--- src/rtl/mem_access_unit.sv ---
// Load/store unit with byte/halfword/word access, sub-word stores done as read-modify-write on a word-wide memory.
// Latency: fault 1, load/word store 2, sub-word store 3 cycles after acceptance; accepts only in IDLE, response has no back-pressure.
module mem_access_unit #(
    parameter int ADDR_WIDTH = 8,
    parameter int DATA_WIDTH = 32
) (
    input  logic                  clk,
    input  logic                  rst_n,
    input  logic                  i_req_valid,
    output logic                  o_req_ready,
    input  logic                  i_req_we,
    input  logic [1:0]            i_req_size,
    input  logic                  i_req_unsigned,
    input  logic [ADDR_WIDTH+1:0] i_req_addr,
    input  logic [DATA_WIDTH-1:0] i_req_wdata,
    output logic                  o_resp_valid,
    output logic [DATA_WIDTH-1:0] o_resp_rdata,
    output logic                  o_misaligned,
    output logic                  o_mem_wenable,
    output logic [ADDR_WIDTH-1:0] o_mem_address,
    output logic [DATA_WIDTH-1:0] o_mem_wdata,
    input  logic [DATA_WIDTH-1:0] i_mem_rdata
);

    localparam logic [1:0] SZ_BYTE = 2'b00;
    localparam logic [1:0] SZ_HALF = 2'b01;
    localparam logic [1:0] SZ_WORD = 2'b10;

    typedef enum logic [1:0] {IDLE, READ, WRITE, RESP} state_t;

    state_t                state_q, state_d;
    logic                  we_q, uns_q, fault_q;
    logic [1:0]            size_q, off_q;
    logic [ADDR_WIDTH-1:0] waddr_q;
    logic [DATA_WIDTH-1:0] wdata_q, rword_q;

    logic                  accept, req_fault;
    logic [7:0]            byte_v;
    logic [15:0]           half_v;
    logic [DATA_WIDTH-1:0] load_v, merged;

    assign accept = i_req_valid && (state_q == IDLE);

    always_comb begin
        req_fault = 1'b0;
        case (i_req_size)
            SZ_HALF: req_fault = i_req_addr[0];
            SZ_WORD: req_fault = (i_req_addr[1:0] != 2'b00);
            SZ_BYTE: req_fault = 1'b0;
            default: req_fault = 1'b1;
        endcase
    end

    always_ff @(posedge clk or negedge rst_n) begin
        if (!rst_n) begin
            state_q <= IDLE;
            we_q    <= 1'b0;
            uns_q   <= 1'b0;
            fault_q <= 1'b0;
            size_q  <= 2'b00;
            off_q   <= 2'b00;
            waddr_q <= '0;
            wdata_q <= '0;
            rword_q <= '0;
        end else begin
            state_q <= state_d;
            if (accept) begin
                we_q    <= i_req_we;
                uns_q   <= i_req_unsigned;
                fault_q <= req_fault;
                size_q  <= i_req_size;
                off_q   <= i_req_addr[1:0];
                waddr_q <= i_req_addr[ADDR_WIDTH+1:2];
                wdata_q <= i_req_wdata;
            end
            if (state_q == READ) begin
                rword_q <= i_mem_rdata;
            end
        end
    end

    // Sub-word stores need the old word first, so they go through READ before WRITE.
    always_comb begin
        state_d = state_q;
        case (state_q)
            IDLE: begin
                if (accept) begin
                    if (req_fault)
                        state_d = RESP;
                    else if (i_req_we && (i_req_size == SZ_WORD))
                        state_d = WRITE;
                    else
                        state_d = READ;
                end
            end
            READ:    state_d = we_q ? WRITE : RESP;
            WRITE:   state_d = RESP;
            RESP:    state_d = IDLE;
            default: state_d = IDLE;
        endcase
    end

    always_comb begin
        byte_v = rword_q[{off_q, 3'b000} +: 8];
        half_v = rword_q[{off_q[1], 4'b0000} +: 16];
        case (size_q)
            SZ_BYTE: load_v = {{24{~uns_q & byte_v[7]}}, byte_v};
            SZ_HALF: load_v = {{16{~uns_q & half_v[15]}}, half_v};
            default: load_v = rword_q;
        endcase
    end

    always_comb begin
        merged = rword_q;
        case (size_q)
            SZ_BYTE: merged[{off_q, 3'b000} +: 8]     = wdata_q[7:0];
            SZ_HALF: merged[{off_q[1], 4'b0000} +: 16] = wdata_q[15:0];
            default: merged = wdata_q;
        endcase
    end

    assign o_req_ready   = (state_q == IDLE);
    assign o_resp_valid  = (state_q == RESP);
    assign o_misaligned  = (state_q == RESP) && fault_q;
    assign o_resp_rdata  = ((state_q == RESP) && !fault_q && !we_q) ? load_v : '0;
    assign o_mem_wenable = (state_q == WRITE);
    assign o_mem_address = ((state_q == READ) || (state_q == WRITE)) ? waddr_q : '0;
    assign o_mem_wdata   = (state_q == WRITE) ? merged : '0;

endmodule

--- config.mk ---
export PLATFORM = sky130hd
export DESIGN_NAME = mem_access_unit
export DESIGN_NICKNAME = d
export VERILOG_FILES = /design/src/rtl/mem_access_unit.sv
export SDC_FILE = /design/constraint.sdc
export NUM_CORES = 1
export LEC_CHECK = 0
export ABC_AREA = 1
export CORE_MARGIN = 2
export CORE_UTILIZATION = 53
export CTS_CLUSTER_SIZE = 24
export DETAILED_ROUTE_END_ITERATION = 8
export GPL_ROUTABILITY_DRIVEN = 0
export GPL_TIMING_DRIVEN = 0
export MAX_ROUTING_LAYER = met4
export PLACE_DENSITY = 0.89
export RECOVER_POWER = 25
export SLEW_MARGIN = 0
export SYNTH_ARGS = -nofsm -noshare
export SYNTH_HDL_FRONTEND = slang
export SYNTH_SLANG_ARGS = --single-unit
--- constraint.sdc ---
create_clock -name clk -period 7.18 [get_ports clk]
set_input_delay 1.436 -clock clk [delete_from_list [all_inputs] [get_ports clk]]
set_output_delay 1.436 -clock clk [all_outputs]
set_load 0.1 [all_outputs]
# Word-level counts from Yosys, hierarchy flattened
# Cells that the tools add are included.
# totals
reg_bits	81
input_bits	81
# classes
addsub	2
n_eq_ne	7
shifts	6
muxes	13
n_bitwise	3
n_reduce_logical	12
# ops
op	count
case mux 32 bit (2 select lines)	2
bitwise mux 32 bit	2
two-way mux 32 bit	2
variable shift 16 x 7 -> 32 bit, first input constant	1
variable shift 8 x 7 -> 32 bit, first input constant	1
indexed part select 16 x 7 -> 32 bit	1
indexed part select 32 x 6 -> 16 bit	1
indexed part select 32 x 6 -> 8 bit	1
indexed part select 8 x 7 -> 32 bit	1
negator 5 -> 7 bit	2
two-way mux 8 bit	1
case mux 2 bit (4 select lines)	1
equality test 2 x 1 -> 1 bit, second input constant	3
equality test 2 bit, second input constant	3
logical NOT 2 bit	3
two-way mux 2 bit	3
logical AND 1 bit	5
case mux 1 bit (3 select lines)	1
bitwise AND 1 bit	2
logical NOT 1 bit	2
inequality test 2 x 1 -> 1 bit, second input constant	1
nonzero test 2 bit	1
logical OR 1 bit	1
two-way mux 1 bit	1
inverter 1 bit	1

# Logic depth before layout (Yosys ltp)
# Gate-level depths: netlist (run 1).
# logic_depth
word_depth	6
mapped_depth	11
ltp_nobuf	8

# Worst setup path before layout (run 1)
# No wires, ideal clock.
# synth_timing
path_type	register to output
startpoint	register state_q[1]
endpoint	output o_resp_rdata[11]
arrival_time_ns	3.403
t_required_ns	5.744
path_slack_ns	2.341
stages_incl_launch_ff	7
path_buffers	1
cell_sequence	dfrtp_1 -> ha_1 -> nand2_1 -> nor2_4 -> clkbuf_1 -> o21ai_0 -> a21oi_1
# synth_between
elab_chain_len	4
# synth_lines
element	line_no	source
start: declaration	31	state_t state_q, state_d;
start signal: assignment	66	state_q <= state_d;
equality test 2 bit	n/a	
named net o_resp_valid	16	output logic o_resp_valid,
logical AND 1 bit (2 in a row)	125	assign o_resp_rdata = ((state_q == RESP) && !fault_q && !we_q) ? load_v : '0;
two-way mux 32 bit	125	
end: declaration	17	output logic [DATA_WIDTH-1:0] o_resp_rdata,
# The timed path passes the listed nets, and every way through them passes these cells.

# Worst setup path after layout (run 1)
# layout_timing
startpoint	register off_q[1]
endpoint	output o_mem_wdata[16]
# layout_between
elab_chain_len	5
word_cells_on_any_way	10
# layout_lines
element	line_no	source
start: declaration	33	logic [1:0] size_q, off_q;
start signal: assignment	72	off_q <= i_req_addr[1:0];
negator 5 -> 7 bit (on tied branches)	117, 116	
indexed part select 16 x 7 -> 32 bit, or another cell as far along	117	SZ_HALF: merged[{off_q[1], 4'b0000} +: 16] = wdata_q[15:0];
bitwise mux 32 bit (on tied branches)	117, 116	
case mux 32 bit (2 select lines) (*)	115	case (size_q)
two-way mux 32 bit (*)	128	assign o_mem_wdata = (state_q == WRITE) ? merged : '0;
end: declaration	21	output logic [DATA_WIDTH-1:0] o_mem_wdata,
# Mark *: on every way between the ends. The rest lies on a longest branch, timed or not.

==> reports/summary.json, run 1 <==
{
  "outcome": {
    "outcome": "finished, violations left",
    "failed_checks": "design-rule violations, max-capacitance violations, max-slew violations"
  },
  "clock_tree": {
    "cts_post_setup_buffers_inserted": 0,
    "clkTransAtPathRegs_ps": 90,
    "cts.root.buffer_cell": "sky130_fd_sc_hd__clkbuf_8",
    "clock_path_buffers": 2,
    "cts_made_buffers": 9,
    "cts-hold-fix-buffers": 0,
    "cts-resized-gates": 0,
    "clock-sinks": 81,
    "tritoncts_clock_tree": "yes",
    "worstSkewPairLatency_ps": 370,
    "htreeDepth": 3
  },
  "critical_path": {
    "ff2ff_setup_slack_ps": 5240,
    "cp-end-kind": "primary output",
    "crit_required_ps": 5740,
    "critical_path_source_type": "flop",
    "crit_path_max_incr_delay_ps": 1170,
    "worst_r2r_path_depth": 7,
    "crit_slowest_cell": "sky130_fd_sc_hd__clkdlybuf4s50_1",
    "reg2reg_to": "wdata_q[8]",
    "worstPathArrival_ps": 3900,
    "reg2reg_from": "state_q[0]",
    "worst-setup-path-type": "reg2out",
    "worstPathMaxFanout": 12,
    "critical-path-top-cell-by-count": "sky130_fd_sc_hd__nor2_1",
    "crit_path_cell_trace": "inv_2 -> buf_6 -> buf_2 -> ha_1 -> buf_4 -> inv_1 -> nor2_2 -> nand2_1 -> a21oi_1 -> nor2_1 -> nor2_1 -> clkdlybuf4s50_1"
  },
  "sta": {
    "hold_ws_ps": 489,
    "hold_violations": 0,
    "fin_tns_setup_ps": 0,
    "min_clock_period_post_route_ps": 5340,
    "max_freq_ghz": 0.187,
    "slew_viol_final": 57,
    "layout_worst_path_cycle_share_pct": 74.3,
    "worst_slew_margin_rel_pct": -98.9,
    "report.final.setup_viol": 0,
    "tightest_slew_ps": 2980,
    "fin_skew_ps": 10.3,
    "setup_repair_after_global_routing_missed_its_margin": "false"
  },
  "hold_path": {
    "min_path_type": "reg2reg",
    "hold_path_startpoint": "wdata_q[18]",
    "min_delay_path_depth": 2,
    "worst_hold_path.endpoint": "wdata_q[18]"
  },
  "drt": {
    "wl_met2_mm": 8.77,
    "wl_met3_mm": 2.55,
    "detail_route.iter0.violations": 803,
    "vias_per_std_cell": 5.72,
    "drc": 3,
    "drtAntennaViolNets": 0,
    "top_layer_used": "met4",
    "routed-via-count": 6726,
    "detailedRoute.firstPassIterationCount": 9,
    "wl_met1_mm": 7.82,
    "wirelength_mm": 20.0,
    "post_drt_wl_per_cell_um": 17.1
  },
  "final_layout": {
    "final-seq-area_um2": 2030,
    "multi_input_comb_area_um2": 3030,
    "layout_overhead_on_the_synthesized_area_pct": 34.6,
    "fillerInstances": 854,
    "postLayoutCoreUtil_pct": 74.0,
    "drive_above_1_share_pct": 6.74,
    "n_antenna_cell": 0,
    "num-nets-final": 1124
  },
  "synthesis": {
    "synth.lib_cells_used.distinct": 29,
    "mappedNetlistNets": 956,
    "syn-mean-instance-area_um2": 6.59,
    "yosysSeqAreaShare_pct": 35.5,
    "yosys_warnings": 0,
    "post_synth_inst_count": 866,
    "synth_area_um2": 5700,
    "postSynthRegisterBits": 81
  },
  "floorplanning": {
    "die_outline_area_um2": 11600,
    "floorplan.initialDensity_pct": 55.0,
    "floorplan.die.height_um": 108,
    "floorplan.io_pins": 157,
    "design.core.area_um2": 10400,
    "std_cell_rows": 37,
    "die_x_um": 108
  },
  "grt": {
    "track_usage_pct": 36.2,
    "wire_length_of_the_first_global_routing_pass_mm": 31.5,
    "largest_net_degree_at_the_start_of_global_routing": 57,
    "antenna_found_initial": 0,
    "via_count_of_the_first_global_routing_pass": 6297,
    "grt_remaining_overflow": 0
  },
  "placed_design": {
    "port_buf_inserts": 156,
    "post-dp-hpwl_mm": 15.2
  },
  "flow_run": {
    "cap_violations": 1
  }
}
## registers in the layout, summed over array words and instances, names as in the netlist, 2 cells and up
signal,cells
state_q,2
waddr_q,8
wdata_q,32
rword_q,32
size_q,2
off_q,2
## kinds of logic after synthesis
family	count (synthesis)	share of synthesized area, %
flip-flops	81	35.5
adder cells (fa/ha/maj)	9	1.97
buffers and inverters	144	11.3
AO/OA/AOI/OAI	255	23.5
AND/OR/NAND/NOR	377	27.7
## how the worst max path moves through the flow
stage | start | end | slack (ps)
floorplan | state_q[1] | o_resp_rdata[11] | 2340
global placement | rst_n | rword_q[29] | 1820
detailed placement | off_q[1] | o_mem_wdata[19] | 2350
CTS | off_q[1] | o_mem_wdata[19] | 1930
global route | rst_n | wdata_q[30] | 1390
finish | off_q[1] | o_mem_wdata[16] | 1840
## metal layers
metal	up-vias	track usage, %
li1	3129	-
met1	3011	46.3
met2	494	54.9
met3	92	9.08
met4	0	15.0
met5	-	-
## cells in the final DEF (no fill, tap or decap)
cell type	count
sky130_fd_sc_hd__nand4_4	1
sky130_fd_sc_hd__clkinv_1	1
sky130_fd_sc_hd__nand2_8	1
sky130_fd_sc_hd__nand3_1	38
sky130_fd_sc_hd__buf_4	6
sky130_fd_sc_hd__buf_2	14
sky130_fd_sc_hd__nand3_2	2
sky130_fd_sc_hd__nor3_1	2
sky130_fd_sc_hd__clkbuf_1	29
sky130_fd_sc_hd__buf_8	1
sky130_fd_sc_hd__clkinv_4	1
sky130_fd_sc_hd__o21ai_0	129
sky130_fd_sc_hd__clkbuf_8	9
sky130_fd_sc_hd__inv_4	2
sky130_fd_sc_hd__inv_1	82
sky130_fd_sc_hd__ha_1	9
sky130_fd_sc_hd__nor2_1	62
sky130_fd_sc_hd__nand2_2	1
sky130_fd_sc_hd__nor2_4	3
sky130_fd_sc_hd__inv_2	4
sky130_fd_sc_hd__dfrtp_1	81
sky130_fd_sc_hd__buf_1	2
sky130_fd_sc_hd__inv_6	1
sky130_fd_sc_hd__buf_6	6
sky130_fd_sc_hd__a21oi_1	94
sky130_fd_sc_hd__clkdlybuf4s50_1	155
sky130_fd_sc_hd__nand2_1	261
sky130_fd_sc_hd__bufinv_16	3
sky130_fd_sc_hd__nor2_2	1
sky130_fd_sc_hd__nand4_1	3
sky130_fd_sc_hd__clkinvlp_4	1
sky130_fd_sc_hd__o211ai_1	10
sky130_fd_sc_hd__o21ai_1	11
sky130_fd_sc_hd__a21oi_2	11
sky130_fd_sc_hd__nor2_8	2
## layout make-up
| class | count | area share [%] |
|---|---|---|
| flip-flops and latches | 81 | 26.4 |
| multi-input cells | 641 | 39.5 |
| well taps | 136 | 2.22 |
| plain buffers | 55 | 3.95 |
| inverters | 89 | 4.42 |
| repair buffers | 157 | 20.3 |
| clock inverters | 6 | 1.50 |
| clock buffers | 10 | 1.66 |
## synthesized netlist by cell type
| master | n | area share (%) |
|---|---|---|
| sky130_fd_sc_hd__buf_2 | 14 | 1.2 |
| sky130_fd_sc_hd__inv_1 | 82 | 5.4 |
| sky130_fd_sc_hd__inv_4 | 2 | 0.22 |
| sky130_fd_sc_hd__nand4_1 | 3 | 0.33 |
| sky130_fd_sc_hd__nor2_2 | 1 | 0.11 |
| sky130_fd_sc_hd__nor2_1 | 62 | 4.1 |
| sky130_fd_sc_hd__o211ai_1 | 10 | 1.3 |
| sky130_fd_sc_hd__nor2_4 | 3 | 0.59 |
| sky130_fd_sc_hd__o21ai_0 | 129 | 11 |
| sky130_fd_sc_hd__clkinv_1 | 1 | 0.066 |
| sky130_fd_sc_hd__a21oi_2 | 11 | 1.7 |
| sky130_fd_sc_hd__buf_4 | 6 | 0.79 |
| sky130_fd_sc_hd__inv_2 | 4 | 0.26 |
| sky130_fd_sc_hd__a21oi_1 | 94 | 8.2 |
| sky130_fd_sc_hd__nor2_8 | 2 | 0.70 |
| sky130_fd_sc_hd__nand2_8 | 1 | 0.35 |
| sky130_fd_sc_hd__buf_8 | 1 | 0.26 |
| sky130_fd_sc_hd__ha_1 | 9 | 2.0 |
| sky130_fd_sc_hd__nand2_1 | 261 | 17 |
| sky130_fd_sc_hd__buf_6 | 6 | 1.2 |
| sky130_fd_sc_hd__nand2_2 | 1 | 0.11 |
| sky130_fd_sc_hd__buf_1 | 2 | 0.13 |
| sky130_fd_sc_hd__nand4_4 | 1 | 0.37 |
| sky130_fd_sc_hd__nand3_2 | 2 | 0.35 |
| sky130_fd_sc_hd__o21ai_1 | 11 | 0.97 |
| sky130_fd_sc_hd__nor3_1 | 2 | 0.18 |
| sky130_fd_sc_hd__clkbuf_1 | 26 | 1.7 |
| sky130_fd_sc_hd__dfrtp_1 | 81 | 36 |
| sky130_fd_sc_hd__nand3_1 | 38 | 3.3 |
## worst max-delay path: cells and delay by family (launching register included)
family / cells / cell delay [ps]
buf+inv: 6 / 1930
compound gates: 1 / 130
flops: 1 / 520
simple gates: 4 / 640
fa+ha+maj: 1 / 300
## through the flow
| stage | instances | area [µm²] | worst slack [ps] |
|---|---|---|---|
| 2_1_floorplan | 866 | 5700 | 2340 |
| 3_3_place_gp | 1158 | 7430 | 1820 |
| 3_5_place_dp | 1159 | 7460 | 2350 |
| 4_1_cts | 1175 | 7700 | 1930 |
| 6_report | 1175 | 7670 | 1840 |
| 5_1_grt | 1175 | 7670 | 1390 |
Power of run 1 is left out: the tool's default activity adds up to more than one toggle a clock period on the data nets, which glitch-free logic cannot reach.
==> run 2: changes to the inputs <==
- CORE_UTILIZATION: 53 -> 49
- PLACE_DENSITY: 0.89 -> 0.83
- clock period: 7.18 -> 5 ns (I/O delays scaled with it)
==> run 2 against run 1 <==
Net effect: the run ends with max-capacitance violations, max-slew violations left; routed wire length increased by 3.6%; hold slack got worse by 6.1 ps; highest routed layer unchanged; flip-flop and latch count unchanged; clock skew decreased by 4.9 ps; via count increased by 0.25%; largest cell class unchanged; register-to-register slack got worse by 2200 ps; global-route usage decreased by 1.9 points; first-iteration DRC count increased by 11%; worst setup slack got worse by 1700 ps.
==> reports/summary.json, run 2 (synthesis gave the netlist of run 1 again) <==
{
  "sta": {
    "max_freq_ghz": 0.207,
    "min_clock_period_post_route_ps": 4830,
    "tightest_slew": {"value": 2380, "unit": "ps", "change": "-602 ps"},
    "fin_tns_setup": {"value": 0, "unit": "ps", "change": "unchanged"},
    "fin_skew": {"value": 5.43, "unit": "ps", "change": "-4.87 ps"},
    "setup_ws": {"value": 169, "unit": "ps", "change": "-1680 ps"},
    "layout_worst_path_cycle_share_pct": 96.6,
    "slew_viol_final": {"value": 54, "change": "-5.3%"},
    "setup_repair_after_global_routing_missed_its_margin": "false",
    "report.final.setup_viol": {"value": 0, "change": "unchanged"},
    "hold_violations": {"value": 0, "change": "unchanged"},
    "worst_slew_margin_rel": {"value": -58.8, "unit": "%", "change": "+40 points"}
  },
  "floorplanning": {
    "die_x": {"value": 112, "unit": "µm", "change": "+3.9%"},
    "floorplan.io_pins": {"value": 157, "change": "unchanged"},
    "std_cell_rows": {"value": 39, "change": "+5.4%"},
    "floorplan.initialDensity": {"value": 50.2, "unit": "%", "change": "-4.8 points"},
    "die_outline_area": {"value": 12500, "unit": "µm²", "change": "+7.9%"},
    "floorplan.die.height": {"value": 112, "unit": "µm", "change": "+3.9%"},
    "design.core.area": {"value": 11400, "unit": "µm²", "change": "+9.6%"}
  },
  "placed_design": {
    "post-dp-hpwl": {"value": 15.6, "unit": "mm", "change": "+2.5%"},
    "minimum_setup_slack_after_placement": {"value": 585, "unit": "ps", "change": "-1770 ps"},
    "placement.cell_area": {"value": 7470, "unit": "µm²", "change": "+0.12%"},
    "port_buf_inserts": {"value": 156, "change": "unchanged"}
  },
  "drt": {
    "detail_route.iter0.violations": {"value": 890, "change": "+11%"},
    "routed-via-count": {"value": 6743, "change": "+0.25%"},
    "vias_per_std_cell": {"value": 5.70, "change": "-0.34%"},
    "drtAntennaViolNets": {"value": 0, "change": "unchanged"},
    "drc": {"value": 0, "change": "-3"},
    "wirelength": {"value": 20.8, "unit": "mm", "change": "+3.6%"},
    "post_drt_wl_per_cell": {"value": 17.6, "unit": "µm", "change": "+3.0%"},
    "detailedRoute.firstPassIterationCount": {"value": 8, "change": "-1"}
  },
  "clock_tree": {
    "clock-sinks": {"value": 81, "change": "unchanged"},
    "cts.root.buffer_cell": "sky130_fd_sc_hd__clkbuf_16",
    "worstSkewPairLatency": {"value": 350, "unit": "ps", "change": "-20 ps"},
    "tritoncts_clock_tree": "yes",
    "htreeDepth": {"value": 3, "change": "unchanged"},
    "cts_made_buffers": {"value": 9, "change": "unchanged"},
    "clkTransAtPathRegs": {"value": 70, "unit": "ps", "change": "-20 ps"},
    "clock_path_buffers": {"value": 2, "change": "unchanged"}
  },
  "final_layout": {
    "drive_above_1_share": {"value": 6.83, "unit": "%", "change": "+0.096 points"},
    "num-nets-final": {"value": 1124, "change": "unchanged"},
    "fillerInstances": {"value": 988, "change": "+16%"},
    "layout.cells.most_common": "sky130_fd_sc_hd__nand2_1",
    "layout_overhead_on_the_synthesized_area_pct": 35.9,
    "mostFrequentLayoutCells": "261 x sky130_fd_sc_hd__nand2_1, 147 x sky130_fd_sc_hd__clkdlybuf4s50_1, 129 x sky130_fd_sc_hd__o21ai_0, 94 x sky130_fd_sc_hd__a21oi_1, 82 x sky130_fd_sc_hd__inv_1",
    "largest_registers": "rword_q (32), wdata_q (32), waddr_q (8)",
    "n_antenna_cell": {"value": 0, "change": "unchanged"},
    "postLayoutCoreUtil": {"value": 68.2, "unit": "%", "change": "-5.8 points"},
    "layout.cell_area.non_filler": {"value": 7750, "unit": "µm²", "change": "+0.98%"}
  },
  "critical_path": {
    "cp-end-kind": "primary output",
    "crit_path_max_incr_delay": {"value": 1160, "unit": "ps", "change": "about the same"},
    "critical_path_buf_inv_count": {"value": 6, "change": "unchanged"},
    "worst-setup-path-type": "reg2out",
    "reg2reg_to": "wdata_q[14]",
    "critical_path_source_type": "flop",
    "ff2ff_setup_slack": {"value": 3050, "unit": "ps", "change": "-2190 ps"},
    "worstPathArrival": {"value": 3830, "unit": "ps", "change": "-70 ps"},
    "crit_path_cell_trace": "inv_2 -> buf_6 -> buf_2 -> ha_1 -> clkbuf_1 -> inv_1 -> nand3_1 -> o21ai_0 -> nand2_1 -> a21oi_1 -> clkdlybuf4s50_1",
    "reg2reg_from": "state_q[0]",
    "crit_required": {"value": 4000, "unit": "ps", "change": "-1740 ps"},
    "critPathTopFamily": "buffers and inverters",
    "worstPathMaxFanout": {"value": 12, "change": "unchanged"},
    "worst_r2r_path_depth": {"value": 7, "change": "unchanged"},
    "crit_slowest_cell": "sky130_fd_sc_hd__clkdlybuf4s50_1"
  },
  "hold_path": {
    "worst_hold_path.endpoint": "waddr_q[3]",
    "min_delay_path_depth": {"value": 2, "change": "unchanged"},
    "hold_path_startpoint": "waddr_q[3]",
    "min_path_type": "reg2reg"
  },
  "grt": {
    "grt_remaining_overflow": {"value": 0, "change": "unchanged"},
    "via_count_of_the_first_global_routing_pass": {"value": 6326, "change": "+0.46%"},
    "antenna_found_initial": {"value": 0, "change": "unchanged"},
    "largest_net_degree_at_the_start_of_global_routing": {"value": 54, "change": "-5.3%"},
    "wire_length_of_the_first_global_routing_pass": {"value": 32.8, "unit": "mm", "change": "+4.1%"},
    "track_usage": {"value": 34.3, "unit": "%", "change": "-1.9 points"}
  },
  "outcome": {
    "outcome": "finished, violations left",
    "failed_checks": "max-capacitance violations, max-slew violations"
  },
  "flow_run": {
    "cap_violations": {"value": 2, "change": "+1"}
  }
}
## run 2: timing repair
item	in CTS	in global routing
setup endpoints to repair	0	8
setup buffers	0	0
gates resized for setup	0	8
hold buffers	0	0
## run 2: how the worst max path moves through the flow
stage / slack, ps / end / depth (start not counted) / from
6_report: 170 / o_mem_wdata[12] / 11 / off_q[1]
5_1_grt: 3 / o_mem_wdata[12] / 11 / off_q[1]
4_1_cts: 180 / o_mem_wdata[16] / 12 / off_q[1]
3_5_place_dp: 580 / o_mem_wdata[16] / 12 / off_q[1]
3_3_place_gp: 30 / wdata_q[31] / 1 / rst_n
2_1_floorplan: 600 / o_resp_rdata[11] / 6 / state_q[1]
## run 2: layout make-up
class	instances	area, µm²	area share (%)
multi-input combinational	641	3030	39.2
sequential	81	2030	26.2
timing repair buffer	157	1590	20.5
inverter	89	339	4.38
buffer	55	303	3.91
clock buffer	9	225	2.91
tap	143	179	2.31
clock inverter	7	55.1	0.710
## run 2: worst reg2reg max path: cells and delay by family (launching register included)
kind,cells,cell delay [ps]
flops,1,390
fa+ha+maj,1,240
simple gates,2,410
compound gates,1,90
buf+inv,3,680
## run 2: layer usage
| metal | track usage [%] | wire length, µm |
|---|---|---|
| met2 | 50.7 | 9280 |
| met4 | 14.3 | 869 |
| met5 | - | 0 |
| met1 | 46.2 | 8040 |
| met3 | 6.80 | 2570 |
## run 2: metrics by stage
| stage | hold WS (ps) | instances |
|---|---|---|
| floorplan | 449 | 866 |
| global placement | 463 | 1165 |
| detailed placement | 465 | 1166 |
| CTS | 483 | 1182 |
| global route | 495 | 1182 |
| finish | 483 | 1182 |
Power of run 2 is left out for the same reason.
